<file path="config.mk">
export PLATFORM = sky130hd
export DESIGN_NAME = roberto_escalonador
export DESIGN_NICKNAME = d
export VERILOG_FILES = /design/src/rtl/roberto_escalonador.sv
export SDC_FILE = /design/constraint.sdc
export NUM_CORES = 1
export LEC_CHECK = 0
export CELL_PAD_IN_SITES_DETAIL_PLACEMENT = 1
export CELL_PAD_IN_SITES_GLOBAL_PLACEMENT = 1
export CORE_MARGIN = 1.5
export CORE_UTILIZATION = 40
export CTS_BUF_LIST = sky130_fd_sc_hd__clkbuf_16
export DETAILED_ROUTE_END_ITERATION = 10
export PLACE_DENSITY_LB_ADDON = 0.12
export SYNTH_ARGS = -nofsm -noshare
export SYNTH_HDL_FRONTEND = slang
export SYNTH_SLANG_ARGS = --single-unit
</file>
<file path="constraint.sdc">
create_clock -name clock -period 2.7 [get_ports clock]
set_input_delay 0.54 -clock clock [delete_from_list [all_inputs] [get_ports clock]]
set_output_delay 0.54 -clock clock [all_outputs]
set_load 0.02 [all_outputs]
</file>
<file path="src/rtl/roberto_escalonador.sv">
// Sequences three ultrasonic sensors over one shared measurement interface and frames each result
// as ASCII for the serial transmitter. Define ROBERTO_ESC_CHECKSUM_EN to append a per-round XOR checksum char.
module roberto_escalonador #(
  parameter int TIMEOUT_CYCLES   = 2_500_000,
  parameter int INTERVALO_CYCLES = 50_000_000,
  parameter int CNT_W            = 26
) (
  input  logic        clock,
  input  logic        reset,
  input  logic        ligar,
  input  logic        continuo,
  input  logic [2:0]  mascara,
  output logic [1:0]  sel_sensor,
  output logic        medir,
  input  logic        pronto_medida,
  input  logic [11:0] medida,
  output logic        partida_tx,
  output logic [6:0]  dado_tx,
  input  logic        pronto_tx,
  output logic        pronto,
  output logic [3:0]  db_estado
);

  typedef enum logic [3:0] {
    S_IDLE      = 4'h0,
    S_PREP      = 4'h1,
    S_MEDIR     = 4'h2,
    S_ESPERA    = 4'h3,
    S_CARREGA   = 4'h4,
    S_TX_INI    = 4'h5,
    S_TX_ESP    = 4'h6,
    S_PROX      = 4'h7,
    S_CHECK     = 4'h8,
    S_INTERVALO = 4'h9,
    S_FIM       = 4'hA
  } estado_t;

  localparam logic [CNT_W-1:0] TIMEOUT_FIM   = CNT_W'(TIMEOUT_CYCLES - 1);
  localparam logic [CNT_W-1:0] INTERVALO_FIM = CNT_W'(INTERVALO_CYCLES - 1);

  estado_t          estado;
  logic [CNT_W-1:0] contador;
  logic [2:0]       mascara_q;
  logic [2:0]       acima;
  logic [11:0]      medida_q;
  logic             erro_q;
  logic [2:0]       k;
  logic [2:0]       k_prox;
  logic [6:0]       quadro      [5];
  logic [6:0]       quadro_novo [5];

  function automatic logic [1:0] menor_bit(input logic [2:0] m);
    logic [1:0] r;
    r = 2'd2;
    if (m[1]) r = 2'd1;
    if (m[0]) r = 2'd0;
    return r;
  endfunction

  function automatic logic [6:0] ascii_digito(input logic [3:0] d, input logic erro);
    return (erro || d > 4'd9) ? 7'h45 : {3'b011, d};
  endfunction

  assign db_estado = estado;
  assign k_prox    = k + 3'd1;

  // NOTE: every output of this block gets a value on every path (case default included), so no latch is inferred.
  always_comb begin
    case (sel_sensor)
      2'd0:    acima = mascara_q & 3'b110;
      2'd1:    acima = mascara_q & 3'b100;
      default: acima = 3'b000;
    endcase
    quadro_novo[0] = 7'h41 + {5'd0, sel_sensor};
    quadro_novo[1] = ascii_digito(medida_q[11:8], erro_q);
    quadro_novo[2] = ascii_digito(medida_q[7:4], erro_q);
    quadro_novo[3] = ascii_digito(medida_q[3:0], erro_q);
    quadro_novo[4] = 7'h23;
  end

  // NOTE: the frame buffer has no reset; all five slots are written in CARREGA before TX reads any of them.
  always_ff @(posedge clock) begin
    if (estado == S_CARREGA) quadro <= quadro_novo;
  end

`ifdef ROBERTO_ESC_CHECKSUM_EN
  // Running XOR of every character launched in the current round.
  logic [6:0] soma;
  always_ff @(posedge clock or posedge reset) begin
    if (reset)                                           soma <= '0;
    else if (estado == S_IDLE || estado == S_INTERVALO)  soma <= '0;
    else if (estado == S_TX_INI)                         soma <= soma ^ dado_tx;
  end
`endif

  // NOTE: state and registered outputs use non-blocking assignments so every read sees the pre-edge value.
  always_ff @(posedge clock or posedge reset) begin
    if (reset) begin
      estado     <= S_IDLE;
      sel_sensor <= '0;
      medir      <= 1'b0;
      partida_tx <= 1'b0;
      dado_tx    <= '0;
      pronto     <= 1'b0;
      contador   <= '0;
      mascara_q  <= '0;
      medida_q   <= '0;
      erro_q     <= 1'b0;
      k          <= '0;
    end else begin
      medir      <= 1'b0;
      partida_tx <= 1'b0;
      pronto     <= 1'b0;
      case (estado)
        S_IDLE: if (ligar) begin
          mascara_q <= mascara;
          if (mascara == 3'b000) begin
            pronto <= 1'b1;
            estado <= S_FIM;
          end else begin
            sel_sensor <= menor_bit(mascara);
            estado     <= S_PREP;
          end
        end
        S_PREP: begin
          medir  <= 1'b1;
          estado <= S_MEDIR;
        end
        S_MEDIR: begin
          contador <= '0;
          estado   <= S_ESPERA;
        end
        S_ESPERA: begin
          if (pronto_medida) begin
            medida_q <= medida;
            erro_q   <= 1'b0;
            estado   <= S_CARREGA;
          end else if (contador == TIMEOUT_FIM) begin
            erro_q <= 1'b1;
            estado <= S_CARREGA;
          end else begin
            contador <= contador + 1'b1;
          end
        end
        S_CARREGA: begin
          k          <= '0;
          dado_tx    <= quadro_novo[0];
          partida_tx <= 1'b1;
          estado     <= S_TX_INI;
        end
        S_TX_INI: estado <= S_TX_ESP;
        S_TX_ESP: if (pronto_tx) begin
          if (k == 3'd4) begin
            estado <= S_PROX;
          end else begin
            k          <= k_prox;
            dado_tx    <= quadro[k_prox];
            partida_tx <= 1'b1;
            estado     <= S_TX_INI;
          end
        end
        S_PROX: begin
          if (acima != 3'b000) begin
            sel_sensor <= menor_bit(acima);
            estado     <= S_PREP;
          end else begin
`ifdef ROBERTO_ESC_CHECKSUM_EN
            dado_tx    <= soma | 7'h40;
            partida_tx <= 1'b1;
            estado     <= S_CHECK;
`else
            contador <= '0;
            estado   <= S_INTERVALO;
`endif
          end
        end
`ifdef ROBERTO_ESC_CHECKSUM_EN
        S_CHECK: if (pronto_tx) begin
          contador <= '0;
          estado   <= S_INTERVALO;
        end
`endif
        S_INTERVALO: begin
          if (!continuo) begin
            pronto <= 1'b1;
            estado <= S_FIM;
          end else if (contador == INTERVALO_FIM) begin
            mascara_q <= mascara;
            if (mascara == 3'b000) begin
              pronto <= 1'b1;
              estado <= S_FIM;
            end else begin
              sel_sensor <= menor_bit(mascara);
              estado     <= S_PREP;
            end
          end else begin
            contador <= contador + 1'b1;
          end
        end
        S_FIM:   estado <= S_IDLE;
        default: estado <= S_IDLE;
      endcase
    end
  end

endmodule

</file>
==> run summary, run 1 <==
Yosys
* 0 — Synth Warn #
* 0.358 — fraction of post-synthesis cell area in the top cell type by area
* sky130_fd_sc_hd__dfrtp_1 — top flip-flop cell by instance count after synthesis
* sky130_fd_sc_hd__dfrtp_1 — largest area contributor in the netlist
* 4190 um^2 — post-synthesis instance area
* 81 — Synth Register Bits
* sky130_fd_sc_hd__dfrtp_1 (60), sky130_fd_sc_hd__o21ai_0 (35), sky130_fd_sc_hd__nand2_1 (33), sky130_fd_sc_hd__nor2_1 (25), sky130_fd_sc_hd__nand3_1 (24) — commonest cells in the synthesized netlist
* 0.509 — proportion of synthesized chip area in sequential cells
* sky130_fd_sc_hd__dfrtp_1 — dominant cell by count in the synthesized netlist
* 10.3 um^2 — synthesized area per cell
* 406 — number of instances in the synthesized netlist
* 64 — number of library cell types mapped by synthesis
* 0.741 — share of async-settable or async-resettable flops after synthesis
* sky130_fd_sc_hd__dfrtp_1 (36%), sky130_fd_sc_hd__edfxtp_1 (15%), sky130_fd_sc_hd__o21ai_0 (4.2%), sky130_fd_sc_hd__mux2_2 (3.8%), sky130_fd_sc_hd__nand2_1 (3.0%) — most area-consuming cells after synthesis
* 433 — Net Count, Synth
* 21 — Post-synth EDFFs

STA
* 0.477 ns — tightest hold margin
* 0 — Final Max Tran Viols
* 0.910 — fraction of the cycle the final worst path needs
* 0.482 — max-slew headroom at the worst pin
* 0 — total setup violations reported at the end of the flow
* 0.00404 ns — post-route clock skew
* 0 — final hold violation count
* no — RSZ-0062 raised after global routing
* 2.46 ns — Min Clock Period, post-route
* 0.407 GHz — peak clock frequency supported by timing
* 0.776 ns — transition at the pin with the smallest max-transition slack
* 0 ns — total negative slack

CTS
* 3 — level count of the clock H-tree
* 0.06 ns — clock input transition at the sequential cells of the worst setup and hold paths
* 0.34 ns — worst-skew pair later-pin latency
* 81 — Num Clock Sinks
* yes — CTS tree
* sky130_fd_sc_hd__clkbuf_16 — cell at the root of the clock tree
* 0 — hold buffer count at CTS
* 9 — clock buffer count from CTS
* 2 — number of buffers between clock root and the deepest sink

Critical path
* 2.69 ns — data arrival at the endpoint of the critical path
* 12 — maximum fanout along the worst path
* contador[9] — launch point of the critical path
* contador[9] — launch instance of the worst register-to-register path
* 2.93 ns — Data required, critical path
* register — kind of start point of the critical path
* register — CP endpoint kind
* reg2reg — critical setup path kind

Placed design
* 4790 um^2 — post-detailed-placement cell area
* 0.867 — gpl congestion
* 36 — count of buffers inserted at the top-level ports
* 8050 um — HPWL after detailed placement

Finish
* 0 — number of diodes added for antenna fixing
* 0.134 — layout cells sized above 1
* 1930 um^2 — area of the multi-input gates
* 21.2% — area added between synthesis and finish
* 5080 um^2 — cell area after layout
* 2130 um^2 — Storage cell area
* 0.496 — fin util
* 1133 — number of fill cells in the layout
* 483 — Nets

Die
* 37 — I/O pins
* 105 um — x dimension of the die
* 37 — # rows
* 0.409 — starting utilization of the core area
* 11100 um^2 — Die Area
* 105 um — floorplan die height
* 10200 um^2 — Core ar.

Min path
* reg2reg — class of the most critical hold timing path
* dado_tx[1] — start point of the worst min-delay path

Pwr
* 2.04 nW — leakage power summed over all cells
* 1050 nW/um^2 — cell area power density
* 0.437 mV — worst voltage drop across the vdd grid

Detailed routing
* 3488 — DR vias
* 5.84 — per-cell via count in the routed design
* 140 — starting DRC count in detailed routing
* 4 — Pre-Repair DR Iteration Count
* 18.7 um — wire length per cell
* 11100 um — Routed Wire Length
* 0 — DRC violation count after routing
* 0 — remaining number of nets flagged by the antenna check after routing

Global routing
* 61 — pin count of the biggest net entering global routing
* 18800 um — global-route wire length before repair
* 3600 — number of global-route vias before repair
* 0 — sum of overflow across all layers after global routing
* 0 — number of antenna violations at the first check in global routing
* 0.219 — All-Layer GR Usage

Job
* 0 — number of max-capacitance violations reported

Outcome
* finished, final reports clean — status

-- critical path: stages (launching register included) --
cell,delay [ns]
sky130_fd_sc_hd__dfrtp_1,0.40
sky130_fd_sc_hd__or3_1,0.46
sky130_fd_sc_hd__nor4_1,0.46
sky130_fd_sc_hd__a21oi_1,0.28
sky130_fd_sc_hd__nor2_4,0.41
sky130_fd_sc_hd__nor4_1,0.10
sky130_fd_sc_hd__a211o_1,0.23
-- power breakdown --
part	total [mW]	internal [mW]	switching, mW
clock network	1.16	0.633	0.532
logic	2.23	0.940	1.29
registers	1.92	1.67	0.250
total	5.31	3.24	2.07
-- cell families (layout without fill, tap and decap cells) --
group / count (synthesis) / in the layout / synth area share
buffers and inverters: 32 / 86 / 0.0326
flip-flops: 81 / 81 / 0.509
AND/OR/NAND/NOR: 154 / 155 / 0.202
multiplexers: 20 / 20 / 0.0609
AO/OA/AOI/OAI: 111 / 111 / 0.173
adder cells (fa/ha/maj): 6 / 6 / 0.0179
XOR/XNOR: 2 / 2 / 0.00418
-- flip-flops by register name, indices dropped and copies added (netlist names) --
signal,flops
mascara_q,2
pronto,1
quadro,21
medida_q,12
medir,1
db_estado,4
contador,26
dado_tx,7
sel_sensor,2
k,3
partida_tx,1
erro_q,1
-- layer usage --
| metal | vias up | share of wire | track usage |
|---|---|---|---|
| li1 | 1631 | - | - |
| met1 | 1747 | 0.48 | 0.318 |
| met2 | 93 | 0.45 | 0.324 |
| met3 | 17 | 0.042 | 0.0315 |
| met4 | 0 | 0.019 | 0.0978 |
| met5 | - | 0 | 0 |
-- cell usage in the layout (no fill, tap or decap), types with 4 or more instances in the layout --
cell and count:
sky130_fd_sc_hd__nand3_1 24, sky130_fd_sc_hd__o31ai_1 16, sky130_fd_sc_hd__nand2_1 33, sky130_fd_sc_hd__nor2_1 25
sky130_fd_sc_hd__mux2_2 14, sky130_fd_sc_hd__edfxtp_1 21, sky130_fd_sc_hd__clkbuf_16 9, sky130_fd_sc_hd__nor3_1 7
sky130_fd_sc_hd__and2_1 12, sky130_fd_sc_hd__and3_1 6, sky130_fd_sc_hd__o22ai_1 4, sky130_fd_sc_hd__nand2b_1 5
sky130_fd_sc_hd__clkdlybuf4s50_1 36, sky130_fd_sc_hd__nor4_1 7, sky130_fd_sc_hd__buf_4 17, sky130_fd_sc_hd__dfrtp_1 60
sky130_fd_sc_hd__ha_1 6, sky130_fd_sc_hd__a31oi_1 12, sky130_fd_sc_hd__inv_1 15, sky130_fd_sc_hd__a21oi_1 12
sky130_fd_sc_hd__or3_1 8, sky130_fd_sc_hd__o41ai_1 6, sky130_fd_sc_hd__o21ai_0 35
-- worst paths after layout --
check                                to  slack [ns]  depth (start not counted)
setup / recovery           contador[24]        0.24                          6
hold / removal               dado_tx[1]        0.48                          2
setup reg to reg           contador[24]        0.24                          6
hold reg to reg              dado_tx[1]        0.48                          2
max in group asynchronous    dado_tx[4]        1.84                          3
min in group asynchronous   medida_q[2]        0.58                          3
-- layout make-up --
type | count | area share
flip-flops and latches | 81 | 0.420
multi-input cells | 294 | 0.379
repair buffers | 54 | 0.100
clock buffers | 9 | 0.0444
well taps | 136 | 0.0335
inverters | 16 | 0.0118
clock inverters | 7 | 0.0108
-- through the flow --
step	setup WS, ns	power [mW]	cells
after floorplan	0.450	3.33	406
after global placement	0.223	4.07	580
after detailed placement	0.143	4.16	580
after CTS	0.127	5.35	596
after global routing	0.00693	5.69	597
final	0.243	5.31	597
-- what timing repair did --
item / 4_1_cts / 5_1_grt
setup endpoints to repair: 0 / 6
setup buffers: 0 / 0
gates resized for setup: 0 / 0
(Power assumes the default switching activity.)
==> run 2, diff against run 1 <==
--- a/config.mk
+++ b/config.mk
@@ -10,6 +10,7 @@
 export CORE_MARGIN = 1.5
 export CORE_UTILIZATION = 40
 export CTS_BUF_LIST = sky130_fd_sc_hd__clkbuf_16
+export CTS_CLUSTER_DIAMETER = 80
 export DETAILED_ROUTE_END_ITERATION = 10
 export PLACE_DENSITY_LB_ADDON = 0.12
 export SYNTH_ARGS = -nofsm -noshare
==> results of run 2 <==
Same layout as run 1: the final DEF is identical, and so are final timing and power.
==> run 3, diff against run 2 <==
--- a/config.mk
+++ b/config.mk
@@ -7,12 +7,14 @@
 export LEC_CHECK = 0
 export CELL_PAD_IN_SITES_DETAIL_PLACEMENT = 1
 export CELL_PAD_IN_SITES_GLOBAL_PLACEMENT = 1
-export CORE_MARGIN = 1.5
+export CORE_MARGIN = 8
 export CORE_UTILIZATION = 40
 export CTS_BUF_LIST = sky130_fd_sc_hd__clkbuf_16
 export CTS_CLUSTER_DIAMETER = 80
 export DETAILED_ROUTE_END_ITERATION = 10
+export MAX_ROUTING_LAYER = met4
 export PLACE_DENSITY_LB_ADDON = 0.12
+export SETUP_SLACK_MARGIN = 0.3
 export SYNTH_ARGS = -nofsm -noshare
 export SYNTH_HDL_FRONTEND = slang
 export SYNTH_SLANG_ARGS = --single-unit
==> run summary, run 3 (same netlist as run 1, synthesis figures left out) <==
Pwr
* 2.09 nW — leakage power summed over all cells
* 5.27 mW — sum of internal, switching and leakage power
* 0.400 mV — worst voltage drop across the vdd grid
* 1010 nW/um^2 — cell area power density

Global routing
* 61 — pin count of the biggest net entering global routing
* 19000 um — global-route wire length before repair
* 0.171 — All-Layer GR Usage
* 0 — number of antenna violations at the first check in global routing
* 0 — sum of overflow across all layers after global routing
* 3651 — number of global-route vias before repair

CTS
* 3 — level count of the clock H-tree
* 81 — Num Clock Sinks
* 0 — hold buffer count at CTS
* 0.06 ns — clock input transition at the sequential cells of the worst setup and hold paths
* sky130_fd_sc_hd__clkbuf_16 — cell at the root of the clock tree
* yes — CTS tree
* 2 — number of buffers between clock root and the deepest sink
* 0.34 ns — worst-skew pair later-pin latency
* 9 — clock buffer count from CTS

STA
* yes — RSZ-0062 raised after global routing
* 0.470 ns — transition at the pin with the smallest max-transition slack
* 0 — total setup violations reported at the end of the flow
* 0.430 GHz — peak clock frequency supported by timing
* 2.33 ns — Min Clock Period, post-route
* 0.374 ns — final worst setup slack
* 0.477 ns — tightest hold margin
* 0 — final hold violation count
* 0.00409 ns — post-route clock skew
* 0.861 — fraction of the cycle the final worst path needs
* 0 ns — total negative slack
* 0 — Final Max Tran Viols
* 0.687 — max-slew headroom at the worst pin

Critical path
* 5 — maximum fanout along the worst path
* sel_sensor[1] — critical path capture point
* or3_1 -> nor4_4 -> nand3_2 -> a22o_1 -> or2_1 -> a22o_1 — cells along the critical path
* sky130_fd_sc_hd__or3_1 — slowest cell on the critical path
* 0.37 ns — reg-to-reg slack, setup
* contador[11] — launch instance of the worst register-to-register path
* sel_sensor[1] — reg-to-reg critical path endpoint
* 2.55 ns — data arrival at the endpoint of the critical path
* sky130_fd_sc_hd__a22o_1 — Top cell by count, worst path
* register — kind of start point of the critical path
* register — CP endpoint kind
* 6 — number of cells traversed by the worst register-to-register path
* contador[11] — launch point of the critical path
* 2.93 ns — Data required, critical path
* 0.48 ns — maximum single-stage delay on the critical path
* reg2reg — critical setup path kind

Finish
* 0 — number of diodes added for antenna fixing
* 602 — final cell count without fillers
* sky130_fd_sc_hd__dfrtp_1 — leading cell type in the layout, fill and taps excluded
* 26 — flip-flop count of the largest register after layout
* 1106 — number of fill cells in the layout
* 488 — Nets
* 0.508 — fin util
* 0.170 — layout cells sized above 1
* 2130 um^2 — Storage cell area
* contador — largest reg by FF count
* 2030 um^2 — area of the multi-input gates
* 24.2% — area added between synthesis and finish
* 5200 um^2 — cell area after layout
* sky130_fd_sc_hd__dfrtp_1 (58), sky130_fd_sc_hd__clkdlybuf4s50_1 (36), sky130_fd_sc_hd__o21ai_0 (35) — commonest non-fill, non-tap cells in the layout
* contador: 26 flops, quadro: 21 flops, medida_q: 12 flops — largest registers in the final layout

Outcome
* finished, final reports clean — status

Die
* 118 um — floorplan die height
* 0.409 — starting utilization of the core area
* 37 — # rows
* 10200 um^2 — Core ar.
* 37 — I/O pins
* 14000 um^2 — Die Area
* 118 um — x dimension of the die

Min path
* 1 — Hold Path Cell Cnt
* reg2reg — class of the most critical hold timing path

Detailed routing
* 18.5 um — wire length per cell
* 177 — starting DRC count in detailed routing
* 0 — remaining number of nets flagged by the antenna check after routing
* 11100 um — Routed Wire Length
* 4 — Pre-Repair DR Iteration Count
* 3415 — DR vias
* 0 — DRC violation count after routing
* 5.67 — per-cell via count in the routed design

Placed design
* 0.827 — gpl congestion
* 0.0564 ns — placement-stage worst setup slack
* 580 — placed insts
* 36 — count of buffers inserted at the top-level ports
* 7720 um — HPWL after detailed placement
* 4790 um^2 — post-detailed-placement cell area

Job
* 0 — number of max-capacitance violations reported

-- run 3: cell count changes in the layout (fill, tap and decap cells not counted), moves of 2 or more --
cell and change:
sky130_fd_sc_hd__inv_1 +2, sky130_fd_sc_hd__clkinvlp_4 +3, sky130_fd_sc_hd__nand3_2 +4, sky130_fd_sc_hd__nand3_1 -4, sky130_fd_sc_hd__nor4_4 +3, sky130_fd_sc_hd__buf_4 +4, sky130_fd_sc_hd__dfrtp_2 +2, sky130_fd_sc_hd__nor4_1 -2
sky130_fd_sc_hd__clkinv_4 -3, sky130_fd_sc_hd__dfrtp_1 -2
-- run 3: repair_timing --
action	CTS	global route
buffers inserted	3	1
pin swaps	1	1
resized for setup	3	15
cloned	2	0
endpoints found under the setup margin	25	26
-- run 3: worst min-delay path by stage --
stage	end	start	slack, ns
after floorplan	contador[14]	contador[14]	0.46
after detailed placement	dado_tx[3]	dado_tx[3]	0.47
after global routing	dado_tx[4]	dado_tx[4]	0.50
final	dado_tx[0]	dado_tx[0]	0.48
after global placement	dado_tx[4]	dado_tx[4]	0.46
after CTS	dado_tx[3]	dado_tx[3]	0.48
-- run 3: routing by layer --
| metal | wire length (um) | global-route usage | share of wire | vias up |
|---|---|---|---|---|
| met4 | 174 | 0.0665 | 0.016 | 0 |
| met1 | 5550 | 0.231 | 0.50 | 1681 |
| met2 | 4870 | 0.248 | 0.44 | 77 |
| met5 | 0 | - | 0 | - |
| met3 | 517 | 0.0343 | 0.047 | 13 |
| li1 | - | - | - | 1644 |
-- run 3: cell type report --
cell class,instances,area share
Timing Repair Buffer,58,0.103
Sequential cell,81,0.410
Clock inverter,7,0.00914
Multi-Input combinational cell,295,0.389
Inverter,16,0.0115
Clock buffer,9,0.0433
Tap cell,136,0.0327
-- run 3: power by group --
group / internal, mW / total, mW / leakage, nW / switching [mW]
logic: 0.950 / 2.23 / 0.984 / 1.28
registers: 1.67 / 1.91 / 0.974 / 0.244
clock network: 0.622 / 1.13 / 0.131 / 0.505
-- run 3: critical path: cells and delay by family (launching register included) --
kind / cells / cell delay [ns]
AOI/OAI and AO/OA: 2 / 0.51
DFF: 1 / 0.42
and+or+nand+nor: 4 / 1.30
